==> config.mk <==
export PLATFORM = sky130hd
export DESIGN_NAME = setpoint_controller_flat
export DESIGN_NICKNAME = d
export VERILOG_FILES = /design/src/rtl/setpoint_pkg.sv /design/src/rtl/setpoint_if.sv /design/src/rtl/setpoint_controller_hold_timer.sv /design/src/rtl/setpoint_controller.sv /design/src/flat_wrapper.sv
export SDC_FILE = /design/constraint.sdc
export NUM_CORES = 1
export LEC_CHECK = 0
export ABC_AREA = 1
export CELL_PAD_IN_SITES_DETAIL_PLACEMENT = 1
export CELL_PAD_IN_SITES_GLOBAL_PLACEMENT = 2
export CORE_ASPECT_RATIO = 0.75
export CORE_UTILIZATION = 37
export CTS_CLUSTER_SIZE = 10
export DETAILED_ROUTE_END_ITERATION = 8
export PLACE_DENSITY = 0.84
export SLEW_MARGIN = 10
export SYNTH_ARGS = -nofsm -noshare
export SYNTH_HDL_FRONTEND = slang
export SYNTH_SLANG_ARGS = --single-unit
==> constraint.sdc <==
create_clock -name clk -period 4 [get_ports clk]
set_input_delay 0.8 -clock clk [delete_from_list [all_inputs] [get_ports clk]]
set_output_delay 0.8 -clock clk [all_outputs]
set_load 0.01 [all_outputs]
==> src/rtl/setpoint_pkg.sv <==
// Shared types and command decode for the setpoint controller.
// Imported by the interface, the hold timer and the top level.
package setpoint_pkg;

   typedef enum logic [1:0] {
      IDLE,
      PRESS,
      REPEAT
   } state_t;

   typedef enum logic [1:0] {
      CMD_NONE,
      CMD_UP,
      CMD_DOWN,
      CMD_PRESET
   } cmd_t;

   localparam int BTN_W = 5;

   // Preset wins; opposing up/down cancel each other out.
   function automatic cmd_t decode_cmd(input logic [BTN_W-1:0] b);
      logic up;
      logic dn;
      cmd_t c;
      up = b[0] | b[3];
      dn = b[1] | b[2];
      c  = CMD_NONE;
      if (b[4])
         c = CMD_PRESET;
      else if (up && dn)
         c = CMD_NONE;
      else if (up)
         c = CMD_UP;
      else if (dn)
         c = CMD_DOWN;
      return c;
   endfunction

endpackage

==> src/rtl/setpoint_if.sv <==
// Button-in / setpoint-out bundle between the debouncer side
// and the seven-segment side.
interface setpoint_if
   import setpoint_pkg::*;
#(
   parameter int WIDTH = 8
);
   logic [BTN_W-1:0] buttons;
   logic [WIDTH-1:0] value;
   logic             changed;
   logic             at_limit;
   logic             holding;

   modport master (
      output buttons,
      input  value,
      input  changed,
      input  at_limit,
      input  holding
   );

   modport slave (
      input  buttons,
      output value,
      output changed,
      output at_limit,
      output holding
   );
endinterface

==> src/rtl/setpoint_controller_hold_timer.sv <==
// Loadable down-counter that stops at zero.
// expired is high whenever the count sits at zero.
module hold_timer #(
   parameter int TW = 3
) (
   input  logic          clk,
   input  logic          reset,
   input  logic          load,
   input  logic [TW-1:0] load_val,
   output logic          expired
);

   logic [TW-1:0] cnt_q;

   // Load has priority; otherwise count down and park at zero.
   always_ff @(posedge clk or negedge reset) begin
      if (!reset)
         cnt_q <= '0;
      else if (load)
         cnt_q <= load_val;
      else if (cnt_q != '0)
         cnt_q <= cnt_q - 1'b1;
   end

   assign expired = (cnt_q == '0);

endmodule

==> src/rtl/setpoint_controller.sv <==
// Turns debounced button levels into saturating setpoint steps,
// one step per press plus auto-repeat while up/down is held.
module setpoint_controller
   import setpoint_pkg::*;
#(
   parameter int WIDTH         = 8,
   parameter int INIT_VAL      = 22,
   parameter int MIN_VAL       = 0,
   parameter int MAX_VAL       = 99,
   parameter int HOLD_CYCLES   = 50_000_000,
   parameter int REPEAT_CYCLES = 10_000_000
) (
   input logic      clk,
   input logic      reset,
   setpoint_if.slave sp
);

   localparam int TMAX =
      (HOLD_CYCLES > REPEAT_CYCLES) ? HOLD_CYCLES : REPEAT_CYCLES;
   localparam int TW = (TMAX > 2) ? $clog2(TMAX) : 1;

   localparam logic [WIDTH-1:0] INIT_V = WIDTH'(INIT_VAL);
   localparam logic [WIDTH-1:0] MIN_V  = WIDTH'(MIN_VAL);
   localparam logic [WIDTH-1:0] MAX_V  = WIDTH'(MAX_VAL);
   localparam logic [TW-1:0]    HOLD_V = TW'(HOLD_CYCLES - 1);
   localparam logic [TW-1:0]    REP_V  = TW'(REPEAT_CYCLES - 1);
   localparam logic INIT_LIM =
      (INIT_VAL == MIN_VAL) || (INIT_VAL == MAX_VAL);

   state_t state_q, state_d;
   cmd_t   cmd_q, cmd_d;
   cmd_t   cmd;

   logic             step;
   logic             t_load;
   logic [TW-1:0]    t_val;
   logic             t_exp;

   logic [WIDTH-1:0] val_q, val_d;
   logic             chg_q;
   logic             lim_q;

   assign cmd = decode_cmd(sp.buttons);

   hold_timer #(
      .TW (TW)
   ) u_timer (
      .clk      (clk),
      .reset    (reset),
      .load     (t_load),
      .load_val (t_val),
      .expired  (t_exp)
   );

   // State and latched command registers.
   always_ff @(posedge clk or negedge reset) begin
      if (!reset) begin
         state_q <= IDLE;
         cmd_q   <= CMD_NONE;
      end else begin
         state_q <= state_d;
         cmd_q   <= cmd_d;
      end
   end

   // Next state, step request and timer reload.
   always_comb begin
      state_d = state_q;
      cmd_d   = cmd_q;
      step    = 1'b0;
      t_load  = 1'b0;
      t_val   = '0;
      unique case (state_q)
         IDLE: begin
            if (cmd != CMD_NONE) begin
               step    = 1'b1;
               cmd_d   = cmd;
               t_load  = 1'b1;
               t_val   = HOLD_V;
               state_d = PRESS;
            end
         end
         PRESS: begin
            if (cmd == CMD_NONE) begin
               cmd_d   = CMD_NONE;
               state_d = IDLE;
            end else if (cmd != cmd_q) begin
               step   = 1'b1;
               cmd_d  = cmd;
               t_load = 1'b1;
               t_val  = HOLD_V;
            end else if (t_exp && cmd_q != CMD_PRESET) begin
               step    = 1'b1;
               t_load  = 1'b1;
               t_val   = REP_V;
               state_d = REPEAT;
            end
         end
         REPEAT: begin
            if (cmd == CMD_NONE) begin
               cmd_d   = CMD_NONE;
               state_d = IDLE;
            end else if (cmd != cmd_q) begin
               step    = 1'b1;
               cmd_d   = cmd;
               t_load  = 1'b1;
               t_val   = HOLD_V;
               state_d = PRESS;
            end else if (t_exp) begin
               step   = 1'b1;
               t_load = 1'b1;
               t_val  = REP_V;
            end
         end
         default: begin
            state_d = IDLE;
            cmd_d   = CMD_NONE;
         end
      endcase
   end

   // Saturating step of the setpoint for the current command.
   always_comb begin
      val_d = val_q;
      if (step) begin
         unique case (cmd)
            CMD_UP:     if (val_q < MAX_V) val_d = val_q + 1'b1;
            CMD_DOWN:   if (val_q > MIN_V) val_d = val_q - 1'b1;
            CMD_PRESET: val_d = INIT_V;
            default:    val_d = val_q;
         endcase
      end
   end

   // Setpoint plus its change pulse and limit flag, all in step.
   always_ff @(posedge clk or negedge reset) begin
      if (!reset) begin
         val_q <= INIT_V;
         chg_q <= 1'b0;
         lim_q <= INIT_LIM;
      end else begin
         val_q <= val_d;
         chg_q <= (val_d != val_q);
         lim_q <= (val_d == MIN_V) || (val_d == MAX_V);
      end
   end

   assign sp.value    = val_q;
   assign sp.changed  = chg_q;
   assign sp.at_limit = lim_q;
   assign sp.holding  = (state_q == REPEAT);

endmodule
==> src/flat_wrapper.sv <==
// flat-port wrapper written by rule: the top's interface ports become plain ports
module setpoint_controller_flat import setpoint_pkg::*;
#(
   parameter int WIDTH         = 8,
   parameter int INIT_VAL      = 22,
   parameter int MIN_VAL       = 0,
   parameter int MAX_VAL       = 99,
   parameter int HOLD_CYCLES   = 50_000_000,
   parameter int REPEAT_CYCLES = 10_000_000
)
  (clk, reset, sp_buttons, sp_value, sp_changed, sp_at_limit, sp_holding);
  setpoint_if #(.WIDTH(WIDTH)) sp_i ();
  input logic clk;
  input logic reset;
  input wire logic [$bits(sp_i.buttons)-1:0] sp_buttons;
  output wire logic [$bits(sp_i.value)-1:0] sp_value;
  output wire logic [$bits(sp_i.changed)-1:0] sp_changed;
  output wire logic [$bits(sp_i.at_limit)-1:0] sp_at_limit;
  output wire logic [$bits(sp_i.holding)-1:0] sp_holding;
  assign sp_i.buttons = sp_buttons;
  assign sp_value = sp_i.value;
  assign sp_changed = sp_i.changed;
  assign sp_at_limit = sp_i.at_limit;
  assign sp_holding = sp_i.holding;
  setpoint_controller #(.WIDTH(WIDTH), .INIT_VAL(INIT_VAL), .MIN_VAL(MIN_VAL), .MAX_VAL(MAX_VAL), .HOLD_CYCLES(HOLD_CYCLES), .REPEAT_CYCLES(REPEAT_CYCLES)) u_core (.clk(clk), .reset(reset), .sp(sp_i));
endmodule
# ---- After elaboration in Yosys (flattened, before gate mapping)
# Cells that the tools add are included.
dict set report op_classes {
  add_sub_neg 3
  magnitude_cmp 2
  eq_ne 14
  n_mux 37
  bitwise_logic 2
  reduce_logical 13
}
# operator count
set op_table {}
lappend op_table {{$mux W26} 7}
lappend op_table {{$pmux W26 S3} 1}
lappend op_table {{$mux W24} 2}
lappend op_table {{$logic_not A26 Y1} 1}
lappend op_table {{$mux W2} 13}
lappend op_table {{$reduce_bool A26 Y1} 1}
lappend op_table {{$sub A26 B1 Y26 const B} 1}
lappend op_table {{$mux W8} 3}
lappend op_table {{$pmux W8 S3} 1}
lappend op_table {{$ne A3 B1 Y1 const B} 3}
lappend op_table {{$add A8 B1 Y8 const B} 1}
lappend op_table {{$eq A8 B7 Y1 const B} 1}
lappend op_table {{$gt A8 B1 Y1 const B} 1}
lappend op_table {{$logic_not A8 Y1} 1}
lappend op_table {{$lt A8 B7 Y1 const B} 1}
lappend op_table {{$ne A8 B8 Y1} 1}
lappend op_table {{$sub A8 B1 Y8 const B} 1}
lappend op_table {{$mux W1} 7}
lappend op_table {{$eq A2 B2 Y1 const B} 3}
lappend op_table {{$pmux W2 S3} 1}
lappend op_table {{$eq A2 B1 Y1 const B} 2}
lappend op_table {{$logic_not A2 Y1} 2}
lappend op_table {{$pmux W2 S2} 1}
lappend op_table {{$reduce_and A4 Y1} 1}
lappend op_table {{11 further kinds} 14}
dict set report word_totals {
  ff_bits 40
  in_bits 7
  out_inout_bits 11
  wordCells 77
}

# ---- Depth between registers and ports, before layout
# Gate-level depths: netlist of run 1.
dict set report logic_depth {
  ltp_word 12
  ltp_mapped 18
}

# ---- Cells and area by module
# From an unflattened synthesis of run 1, not the netlist that was laid out.
dict set report hier_totals {
  cells_unflattened 554
  area_unflattened_um2 3603.5
}
# mod n_inst cells_each area_per_inst_um2 seq_area_each_um2
set modules_own_cells {}
lappend modules_own_cells {hold_timer 1 277 1928.1 650.6}
lappend modules_own_cells {setpoint_controller 1 277 1675.4 354.1}

# ---- Worst setup path before layout of run 1
# Ideal clock, no wire load.
dict set report synth_timing {
  path_kind {input port to flip-flop}
  startpoint {in sp_buttons[2]}
  endpoint {reg u_core.chg_q, in the netlist u_core.sp.changed}
  arrival_time_ns 2.106
  setup_slack_ns 1.775
  stages 15
  n_path_buf 1
  path_cell_list {nor2_1 > nand2_2 > nand2_1 > nand2_1 > nand2_1 > nand2_1 > nand2_2 > nand2_1 > nor2_4 > nor2_8 > buf_6 > nand3_1 > nand3_1 > nor2_1 > nand2_1}
}
dict set report synth_via {
  elab_chain_cells 11
  word_cells_on_any_way 21
  cone_classes {eq/ne: 5; mux: 12; bitwise: 1; reduce/logical: 3}
}
# element line_no
set synth_rtl {}
lappend synth_rtl {{start: declaration} flat_wrapper.sv:15} ;# input wire logic [$bits(sp_i.buttons)-1:0] sp_buttons;
lappend synth_rtl {{$or A1 B1 Y1 (*)} setpoint_pkg.sv:26} ;# dn = b[1] | b[2];
lappend synth_rtl {{$mux W2} setpoint_pkg.sv:34} ;# else if (dn)
lappend synth_rtl {{$mux W2} setpoint_pkg.sv:32} ;# else if (up)
lappend synth_rtl {{$mux W2 (*)} setpoint_pkg.sv:30} ;# else if (up && dn)
lappend synth_rtl {{$mux W2 (*)} setpoint_pkg.sv:28} ;# if (b[4])
lappend synth_rtl {{$ne A2 B2 Y1} {setpoint_controller.sv:87, setpoint_controller.sv:103}}
lappend synth_rtl {{$mux W1 (on tied branches)} {setpoint_controller.sv:103, setpoint_controller.sv:87}}
lappend synth_rtl {{$mux W1 (on tied branches)} {setpoint_controller.sv:100, setpoint_controller.sv:84}}
lappend synth_rtl {{$pmux W1 S3} setpoint_controller.sv:73} ;# unique case (state_q)
lappend synth_rtl {{$mux W8 (*)} setpoint_controller.sv:125} ;# if (step) begin
lappend synth_rtl {{$ne A8 B8 Y1 (*)} setpoint_controller.sv:143} ;# chg_q <= (val_d != val_q);
lappend synth_rtl {{end signal: assignment} setpoint_controller.sv:143}
lappend synth_rtl {{end: declaration} setpoint_controller.sv:40} ;# logic chg_q;
# Every way passes the cells marked *; elsewhere a longest branch is shown, timed or not.
# A chain may end at the register's enable or synchronous reset.

# ---- Final worst setup path of run 1
dict set report layout_timing {
  startpoint {in sp_buttons[2]}
  endpoint {reg u_core.lim_q, in the netlist u_core.sp.at_limit}
}
dict set report layout_via {
  elab_chain_cells 12
  word_cells_on_any_way 23
  cone_classes {eq/ne: 5; mux: 12; bitwise: 1; reduce/logical: 5}
}
# element line_no
set layout_rtl {}
lappend layout_rtl {{$or A1 B1 Y1 (*)} setpoint_pkg.sv:26}
lappend layout_rtl {{$mux W2} setpoint_pkg.sv:34}
lappend layout_rtl {{$mux W2} setpoint_pkg.sv:32}
lappend layout_rtl {{$mux W2 (*)} setpoint_pkg.sv:30}
lappend layout_rtl {{$mux W2 (*)} setpoint_pkg.sv:28}
lappend layout_rtl {{$ne A2 B2 Y1} {setpoint_controller.sv:87, setpoint_controller.sv:103}}
lappend layout_rtl {{$mux W1 (on tied branches)} {setpoint_controller.sv:103, setpoint_controller.sv:87}}
lappend layout_rtl {{$mux W1 (on tied branches)} {setpoint_controller.sv:100, setpoint_controller.sv:84}}
lappend layout_rtl {{$pmux W1 S3} setpoint_controller.sv:73}
lappend layout_rtl {{$mux W8 (*)} setpoint_controller.sv:125}
lappend layout_rtl {{$eq A8 B7 Y1 / $logic_not A8 Y1 (equally long branches)} setpoint_controller.sv:144} ;# lim_q <= (val_d == MIN_V) || (val_d == MAX_V);
lappend layout_rtl {{$logic_or A1 B1 Y1 (*)} setpoint_controller.sv:144}
lappend layout_rtl {{end signal: assignment} setpoint_controller.sv:144}
lappend layout_rtl {{end: declaration} setpoint_controller.sv:41} ;# logic lim_q;
# Marked as above.

==> out/qor.txt, run 1 <==
clock tree sinks: 40
die area: 9020 µm²
Reg clk slew, reported paths: 0.06 ns
Synth top cells by count: nand2_1 (122), nor2_1 (59), inv_1 (58)
syn avg cell area: 6.80 µm²
fin crit share: 71.3%
DR iter-0 viols: 138
largest net degree at the start of global routing: 41
path category of the worst min-delay check: reg -> reg
Post-CTS Setup Bufs: 0
CP required: 4.22 ns
Die Ht: 82.5 µm
cts hold-fix bufs: 0
final core occ: 45.0%
Slew HR: 37.7%
gr usage total: 23.8%
io pins: 18
row cnt: 28
grt ovf: 0
YS warnings: 0
htree depth: 2
Layout fillers: 1085
Final Hold Slack: 0.535 ns
clock root buffer: clkbuf_16
register area share after synthesis: 31.4%
Port Buffers: 17
fin crit period: 2.85 ns
initial core utilization: 39.3%
first-pass GRT wire length: 16.2 mm
Unique masters post-synth: 37
DR pass1 iterations: 5
Antenna Nets Post-Route: 0
CTS tree: built
Least-Margin Pin Slew: 0.934 ns
RSZ-0062 raised after global routing: no
LEAKAGE: 1.73 nW
Die X-Extent: 109 µm
via density per instance: 5.26
Syn Std Cell Area: 3200 µm²
CP arrival: 3.08 ns
Longest Clk Path Bufs: 2
Max Cap Viol: 0
syn nets: 485
Int Power: 1.37 mW
Multi-input gate area: 1890 µm²
cts bufs inserted: 5
sequential share of power: 26.8%
final hold vios: 0
total core area: 8130 µm²
layout cells sized above 1: 12.3%
largest cells by area after synthesis: dfrtp_1 (29%), nand2_1 (14%), nor2_1 (6.9%), inv_1 (6.8%), nand3_1 (6.3%)
most used standard cell by instance count after synthesis: nand2_1
outcome: complete, no violations
cts repair resizes: 0
Net Sw Frac: 46.4%
endpoint type of the worst setup path: register
Nets: 501
maximum clock rate: 351 MHz
Final Power: 2.55 mW
Final Cell Area: 3650 µm²
drt total wl: 9.70 mm
Area Growth Syn to Fin: 14.3%
Cells after Synth: 470
Diodes inserted: 0
number of synthesized flops with an enable pin: 0
#FFs+latches synth: 40
combinational share of power: 49.9%
gpl congestion: 0.817
Max VDD drop: 0.337 mV
wire per inst: 16.4 µm
Setup Viol. Count Final: 0
Pwr Density: 697 nW/µm²
register area: 1000 µm²
DP Wirelength: 7.20 mm
share of the synthesized area in the top cell type: 29.0%
# DRC: 0
skew final: 0.00733 ns
Placed Area: 3440 µm²
area leader, netlist: dfrtp_1
crit-path max FO: 30
setup TNS: 0 ns
Max Slew Vio Count: 0
ys async rst share: 100%
clock power share: 23.4%
vias in the first global route: 3261
initial antenna violation count: 0
P_sw: 1.18 mW
Worst setup SP type: input port
Synth Flop Type: dfrtp_1
Via Count: 3113
Setup CP Type: in -> reg
Skew-Pair Late Insertion Delay: 0.29 ns
==> kinds of logic (layout without fill, tap and decap cells) <==
| family | after synthesis | in the layout | share of synthesized area, % |
|---|---|---|---|
| flops | 40 | 40 | 31.4 |
| buf+inv | 74 | 91 | 9.51 |
| simple gates | 288 | 288 | 43.7 |
| fa+ha+maj | 8 | 8 | 3.13 |
| compound gates | 44 | 44 | 7.79 |
| xor+xnor | 16 | 16 | 4.39 |
==> power by group through the flow <==
stage / clock (mW) / combinational, mW / sequential, mW
6_report: 0.595 / 1.27 / 0.682
5_1_grt: 0.622 / 1.42 / 0.701
4_1_cts: 0.608 / 1.27 / 0.682
3_5_place_dp: 0 / 1.26 / 0.687
3_3_place_gp: 0 / 1.24 / 0.681
2_1_floorplan: 0 / 0.943 / 0.635
==> path summary, 6_finish.rpt <==
| path | start | end | depth (start not counted) | slack [ns] |
|---|---|---|---|---|
| max | sp_buttons[2] | u_core.sp.at_limit | 16 | 1.15 |
| min | u_core.u_timer.cnt_q[0] | u_core.u_timer.cnt_q[0] | 2 | 0.54 |
| max reg2reg | u_core.sp.value[0] | u_core.sp.at_limit | 14 | 1.49 |
| min reg2reg | u_core.u_timer.cnt_q[0] | u_core.u_timer.cnt_q[0] | 2 | 0.54 |
| max in group asynchronous | reset | u_core.sp.value[0] | 1 | 2.76 |
| min in group asynchronous | reset | u_core.cmd_q[1] | 1 | 0.64 |
==> metal layers <==
layer / part of all wire [%] / GRT usage, % / wire (µm) / vias up
met3: 2.8 / 3.69 / 268 / 6
met1: 53 / 34.8 / 5100 / 1528
met5: 0 / 0 / 0 / -
li1: - / - / - / 1537
met2: 44 / 36.9 / 4250 / 42
met4: 0.76 / 5.47 / 74 / 0
==> sequential cells by signal, indices dropped and copies added (netlist names) <==
register	count
u_core.sp.at_limit	1
u_core.sp.changed	1
u_core.u_timer.cnt_q	26
u_core.state_q	2
u_core.cmd_q	2
u_core.sp.value	8
==> through the flow <==
step,setup WS [ns],instances
6_report,1.15,592
5_1_grt,0.935,592
4_1_cts,1.16,592
3_5_place_dp,0.886,584
3_3_place_gp,0.946,584
2_1_floorplan,1.78,470
==> critical path, stage by stage <==
cell	delay, ns
clkdlybuf4s50_1	0.43
nor2_1	0.14
nand2_2	0.13
nand2_1	0.10
nand2_1	0.06
nand2_1	0.08
nand2_1	0.12
nand2_2	0.13
nand3_4	0.16
nand2_4	0.35
nand2_1	0.09
nand2_1	0.14
nand2_1	0.11
nor2_2	0.11
nand2_1	0.06
nand2_1	0.06
==> cells in the final DEF (no fill, tap or decap), drive strengths merged, types with 8 or more instances in the layout <==
master	netlist	final
a21oi	16	16
clkdlybuf4s50	0	16
dfrtp	37	37
ha	8	8
inv	63	63
nand2	138	138
nand3	44	44
nand4	10	10
nor2	74	74
nor3	10	10
o21ai	16	16
xor2	12	12
==> layout make-up <==
class	count	area share (%)
multi-input cells	356	51.6
clock inverters	3	2.47
well taps	105	3.60
flip-flops and latches	40	27.5
inverters	66	6.85
clock buffers	5	3.42
repair buffers	17	4.52
(Power assumes the default switching activity.)
==> run 2, diff against run 1 <==
--- a/config.mk
+++ b/config.mk
@@ -9,10 +9,10 @@
 export CELL_PAD_IN_SITES_DETAIL_PLACEMENT = 1
 export CELL_PAD_IN_SITES_GLOBAL_PLACEMENT = 2
 export CORE_ASPECT_RATIO = 0.75
-export CORE_UTILIZATION = 37
+export CORE_UTILIZATION = 34
 export CTS_CLUSTER_SIZE = 10
 export DETAILED_ROUTE_END_ITERATION = 8
-export PLACE_DENSITY = 0.84
+export PLACE_DENSITY = 0.78
 export SLEW_MARGIN = 10
 export SYNTH_ARGS = -nofsm -noshare
 export SYNTH_HDL_FRONTEND = slang
==> constraint.sdc (replaced) <==
create_clock -name clk -period 2.7 [get_ports clk]
set_input_delay 0.54 -clock clk [delete_from_list [all_inputs] [get_ports clk]]
set_output_delay 0.54 -clock clk [all_outputs]
set_load 0.01 [all_outputs]
==> run 2 against run 1 <==
Power up 42%; die area increased by 8.6%; cell area increased by 1.2%; routed wire length shrank 1.8%; core utilization is 4.2 points lower; hold slack worse by 0.16 ns; clock-buffer cell count did not move; cell count up 5.7%; clock power rose by 1%; clock skew is 0.0028 ns lower; sequential share of layout area is 0.33 points lower; setup slack worse by 0.95 ns.
==> out/qor.txt, run 2 (same netlist as run 1, synthesis figures left out) <==
cts repair resizes: 0 (unchanged)
clock root buffer: clkbuf_16
outcome: complete, no violations
Area Growth Syn to Fin: 15.7%
fin crit period: 2.50 ns
Antenna Nets Post-Route: 0 (unchanged)
path category of the worst min-delay check: in -> async
Nets: 512 (+2.2%)
first-pass GRT wire length: 15.8 mm (-2.6%)
wire per inst: 15.2 µm (-7.1%)
CP arrival: 2.69 ns (-0.39 ns)
initial core utilization: 35.2% (-4.1 points)
skew final: 0.00451 ns (-0.00283 ns)
CTS tree: built
cts bufs inserted: 5 (unchanged)
Buf/Inv on CP: 1 (unchanged)
Post-CTS Setup Bufs: 0 (unchanged)
row cnt: 30 (+7.1%)
gpl congestion: 0.808 (-1.0%)
final hold vios: 0 (unchanged)
Largest register FFs: 26 (unchanged)
via density per instance: 4.94 (-6.1%)
Reg clk slew, reported paths: 0.06 ns (about the same)
worst path cell trace: ha_1 > nor2_1 > nand2_1 > nand2_1 > nand2_1 > nand2_1 > o21ai_0 > nor2_1 > nor2_1 > nand3_1 > nand2_2 > clkinv_2 > nand2_2 > nor2_2 > nand2_1 > nand2_1
Pwr Density: 975 nW/µm² (+40%)
DP Wirelength: 7.46 mm (+3.5%)
Diodes inserted: 0 (unchanged)
Setup Viol. Count Final: 0 (unchanged)
Worst path slowest cell: dfrtp_1
Max Cap Viol: 0 (unchanged)
# DRC: 0 (unchanged)
RSZ-0062 raised after global routing: no
Port Buffers: 17 (unchanged)
Max VDD drop: 0.652 mV (+94%)
final core occ: 40.7% (-4.2 points)
Slew HR: 37.9% (+0.17 points)
commonest cells after routing, fill and taps aside: nand2_1 (122), nor2_1 (59), inv_1 (58), nand3_1 (40), dfrtp_1 (37)
DR iter-0 viols: 174 (+26%)
CP required: 2.89 ns (-1.33 ns)
LEAKAGE: 1.75 nW (+0.92%)
crit-path max FO: 9 (-70%)
Worst setup SP type: register
layout cells sized above 1: 14.3% (+1.9 points)
drt total wl: 9.52 mm (-1.8%)
Setup CP Type: reg -> reg
Least-Margin Pin Slew: 0.931 ns (-0.00250 ns)
Longest Clk Path Bufs: 2 (unchanged)
clock tree sinks: 40 (unchanged)
io pins: 18 (unchanged)
most common cell after layout, fill and taps aside: nand2_1
cts hold-fix bufs: 0 (unchanged)
flop-to-flop setup slack: 0.20 ns (-1.29 ns)
Crit path max-delay family: simple AND/OR/NAND/NOR gates
Layout fillers: 1182 (+8.9%)
RR Endpoint: u_core.sp.at_limit
largest net degree at the start of global routing: 41 (unchanged)
CP most frequent cell: nand2_1
Skew-Pair Late Insertion Delay: 0.29 ns (about the same)
CP Launch Point: u_core.sp.value[0]
Top reg by flops: u_core.u_timer.cnt_q
R2R depth: 16 (+2)
grt ovf: 0 (unchanged)
maximum clock rate: 400 MHz
fin crit share: 92.6%
vias in the first global route: 3011 (-7.7%)
gr usage total: 20.8% (-3.1 points)
worst setup path endpoint: u_core.sp.at_limit
Max Slew Vio Count: 0 (unchanged)
endpoint type of the worst setup path: register
largest stage delay on the critical path: 0.58 ns (+0.15 ns)
Placed Instances: 618 (+5.8%)
Via Count: 3090 (-0.74%)
htree depth: 2 (unchanged)
CP Depth: 16 (unchanged)
initial antenna violation count: 0 (unchanged)
r2r startpoint: u_core.sp.value[0]
Non-Filler Instances: 626 (+5.7%)
total core area: 9080 µm² (+12%)
die area: 9790 µm² (+8.6%)
Die X-Extent: 114 µm (+4.2%)
Die Ht: 86.0 µm (+4.2%)
DR pass1 iterations: 4 (-1)
## run 2: cell types whose count changed in the layout (fill, tap and decap cells not counted)
cell        before  now
clkinvlp_4       0    2
buf_4            0   11
bufinv_16        3    0
clkinv_4         0    1
## run 2: worst min-delay path by stage
stage,startpoint,end,slack [ns],depth (start not counted)
5_1_grt,reset,u_core.cmd_q[1],0.46,1
2_1_floorplan,reset,u_core.cmd_q[0],0.24,0
6_report,reset,u_core.cmd_q[1],0.38,1
4_1_cts,reset,u_core.cmd_q[1],0.43,1
3_3_place_gp,u_core.u_timer.cnt_q[1],u_core.u_timer.cnt_q[1],0.50,2
3_5_place_dp,u_core.u_timer.cnt_q[1],u_core.u_timer.cnt_q[1],0.52,2
## run 2: layout make-up
type | count | area, µm² | share of cell area [%]
multi-input cells | 356 | 1890 | 51.0
flip-flops and latches | 40 | 1000 | 27.2
inverters | 66 | 250 | 6.77
repair buffers | 28 | 248 | 6.70
well taps | 128 | 160 | 4.33
clock buffers | 5 | 125 | 3.38
clock inverters | 3 | 23.8 | 0.643
## run 2: per-layer routing
metal | track usage, % | routed length (µm)
met1 | 33.1 | 5210
met2 | 29.2 | 3750
met3 | 3.60 | 516
met4 | 2.83 | 46
met5 | 0 | 0
## run 2: power by group
group	switching [mW]	total, mW	internal [mW]
Clock	0.259	0.603	0.344
Combinational	1.29	2.01	0.713
Sequential	0.221	0.999	0.778
Total	1.77	3.61	1.83
## run 2: stage by stage
| stage | hold WS [ns] | power (mW) | cell area (µm²) | setup TNS [ns] | setup slack (ns) |
|---|---|---|---|---|---|
| 6_report | 0.377 | 3.61 | 3700 | 0 | 0.201 |
| 5_1_grt | 0.456 | 3.92 | 3700 | 0 | 0.0136 |
| 4_1_cts | 0.427 | 3.64 | 3700 | 0 | 0.213 |
| 3_5_place_dp | 0.520 | 3.02 | 3550 | -0.0869 | -0.0869 |
| 3_3_place_gp | 0.499 | 2.96 | 3550 | -0.0511 | -0.0511 |
| 2_1_floorplan | 0.244 | 2.34 | 3200 | 0 | 0.704 |
## run 2: worst register-to-register path, cell delays in order (launching register included)
cell	delay [ns]
dfrtp_1	0.58
ha_1	0.34
nor2_1	0.06
nand2_1	0.10
nand2_1	0.06
nand2_1	0.23
nand2_1	0.12
o21ai_0	0.10
nor2_1	0.07
nor2_1	0.18
nand3_1	0.15
nand2_2	0.15
clkinv_2	0.07
nand2_2	0.07
nor2_2	0.04
nand2_1	0.05
nand2_1	0.04
==> run 3, diff against run 2 <==
--- a/config.mk
+++ b/config.mk
@@ -6,12 +6,14 @@
 export NUM_CORES = 1
 export LEC_CHECK = 0
 export ABC_AREA = 1
+export CAP_MARGIN = 20
 export CELL_PAD_IN_SITES_DETAIL_PLACEMENT = 1
 export CELL_PAD_IN_SITES_GLOBAL_PLACEMENT = 2
 export CORE_ASPECT_RATIO = 0.75
 export CORE_UTILIZATION = 34
 export CTS_CLUSTER_SIZE = 10
 export DETAILED_ROUTE_END_ITERATION = 8
+export GPL_TIMING_DRIVEN = 0
 export PLACE_DENSITY = 0.78
 export SLEW_MARGIN = 10
 export SYNTH_ARGS = -nofsm -noshare
==> run 3 against run 2 <==
Maximum frequency rose by 3.2%; critical path depth fell by 1; global-route usage rose by 0.91 points; cell count fell by 0.32%; core utilization rose by 0.39 points; largest cell class unchanged; combinational power barely moved; sequential share of layout area fell by 0.22 points; sequential power fell by 2.1%; critical path type unchanged; setup slack improved by 0.078 ns; power rose by 2.4%; cell area rose by 0.95%; via count fell by 0.74%.
==> out/qor.txt, run 3 (same netlist as run 1, synthesis figures left out) <==
outcome: complete, no violations
Max Cap Viol: 0 (unchanged)
RR Endpoint: u_core.sp.at_limit
cts repair resizes: 0 (unchanged)
Largest register FFs: 26 (unchanged)
Least-Margin Pin Slew: 0.580 ns (-0.351 ns)
gpl congestion: 0.806 (-0.27%)
flop-to-flop setup slack: 0.28 ns (+0.08 ns)
CP arrival: 2.65 ns (-0.04 ns)
Diodes inserted: 0 (unchanged)
Max Slew Vio Count: 0 (unchanged)
Area Growth Syn to Fin: 16.8%
row cnt: 30 (unchanged)
Die X-Extent: 114 µm (unchanged)
fin crit period: 2.42 ns (-0.0777 ns)
endpoint type of the worst setup path: register
DR iter-0 viols: 187 (+7.5%)
cts hold-fix bufs: 0 (unchanged)
Die Ht: 86.0 µm (unchanged)
Max VDD drop: 0.466 mV (-29%)
CP Launch Point: u_core.sp.value[1]
Placed Area: 3550 µm² (about the same)
die area: 9790 µm² (unchanged)
Worst setup SP type: register
Via Count: 3067 (-0.74%)
Setup CP Type: reg -> reg
htree depth: 2 (unchanged)
layout cells sized above 1: 14.3% (+0.057 points)
wire per inst: 15.4 µm (+1.4%)
path category of the worst min-delay check: in -> async
grt ovf: 0 (unchanged)
io pins: 18 (unchanged)
Skew-Pair Late Insertion Delay: 0.29 ns (about the same)
Pwr Density: 989 nW/µm² (+1.4%)
skew final: 0.00556 ns (+0.00105 ns)
initial antenna violation count: 0 (unchanged)
maximum clock rate: 413 MHz (+3.2%)
Post-CTS Setup Bufs: 0 (unchanged)
Final Cell Area: 3730 µm² (+0.95%)
final hold vios: 0 (unchanged)
clock tree sinks: 40 (unchanged)
DP Wirelength: 7.66 mm (+2.7%)
Antenna Nets Post-Route: 0 (unchanged)
initial core utilization: 35.2% (unchanged)
gr usage total: 21.7% (+0.91 points)
Reg clk slew, reported paths: 0.06 ns (about the same)
drt total wl: 9.62 mm (+1.0%)
Nets: 510 (-0.39%)
# DRC: 0 (unchanged)
final core occ: 41.1% (+0.39 points)
LEAKAGE: 1.76 nW (+0.47%)
total core area: 9080 µm² (unchanged)
CTS tree: built
via density per instance: 4.92 (-0.43%)
Longest Clk Path Bufs: 2 (unchanged)
Top reg by flops: u_core.u_timer.cnt_q
R2R depth: 15 (-1)
Port Buffers: 17 (unchanged)
cts bufs inserted: 5 (unchanged)
CP required: 2.93 ns (+0.04 ns)
Slew HR: 61.0% (+23 points)
vias in the first global route: 3121 (+3.7%)
fin crit share: 89.7% (-2.9 points)
RSZ-0062 raised after global routing: no
Setup Viol. Count Final: 0 (unchanged)
crit-path max FO: 8 (-1)
Layout fillers: 1190 (+0.68%)
most common cell after layout, fill and taps aside: nand2_1
first-pass GRT wire length: 16.5 mm (+4.6%)
r2r startpoint: u_core.sp.value[1]
commonest cells after routing, fill and taps aside: nand2_1 (121), inv_1 (58), nor2_1 (58), nand3_1 (40), dfrtp_1 (36)
largest net degree at the start of global routing: 24 (-41%)
clock root buffer: clkbuf_16
DR pass1 iterations: 4 (unchanged)
[run 3: layout make-up]
cell class	instances	area, µm²	area share (%)
Multi-Input combinational cell	356	1900	50.9
Sequential cell	40	1010	26.9
Inverter	66	250	6.70
Timing Repair Buffer	18	193	5.16
Tap cell	128	160	4.29
Clock buffer	5	125	3.35
Buffer	8	53.8	1.44
Clock inverter	3	46.3	1.24
[run 3: worst max-delay path by stage]
stage                                to  slack [ns]
2_1_floorplan  u_core.u_timer.cnt_q[17]        0.70
3_3_place_gp   u_core.u_timer.cnt_q[22]       -0.07
3_5_place_dp   u_core.u_timer.cnt_q[13]       -0.12
4_1_cts              u_core.sp.at_limit        0.11
5_1_grt              u_core.sp.at_limit        0.01
6_report             u_core.sp.at_limit        0.28
[run 3: metal layers]
layer / routed length (µm) / GRT usage [%] / vias to the layer above
met4: 60 / 3.42 / 0
met5: 0 / 0 / -
li1: - / - / 1544
met2: 3840 / 31.2 / 37
met3: 363 / 3.39 / 7
met1: 5350 / 34.0 / 1479
[run 3: metrics by stage]
stage | hold slack, ns | setup TNS, ns | total power [mW] | cells | setup WS [ns]
after floorplan | 0.244 | 0 | 2.34 | 470 | 0.704
after global placement | 0.497 | -0.504 | 2.94 | 615 | -0.0689
after detailed placement | 0.504 | -0.863 | 2.99 | 616 | -0.120
after CTS | 0.220 | 0 | 3.71 | 624 | 0.113
after global routing | 0.238 | 0 | 4.02 | 624 | 0.0135
final | 0.205 | 0 | 3.69 | 624 | 0.279
[run 3: worst max-delay path, cell delays in order, from the launching register on]
cell     delay (ns)
dfstp_2        0.59
ha_1           0.27
nor2_1         0.06
nand2_1        0.13
nand2_1        0.08
nand2_2        0.17
o21ai_0        0.10
nand2_1        0.07
nor2_1         0.04
nor2_1         0.19
nand3_1        0.17
nand2_1        0.17
nand2_1        0.09
nor2_2         0.11
nand2_1        0.06
nand2_1        0.06
[run 3: report_power, final]
part	leakage, nW	switching (mW)	internal (mW)
registers	0.455	0.199	0.779
clock network	0.0804	0.258	0.439
logic	1.22	1.31	0.707
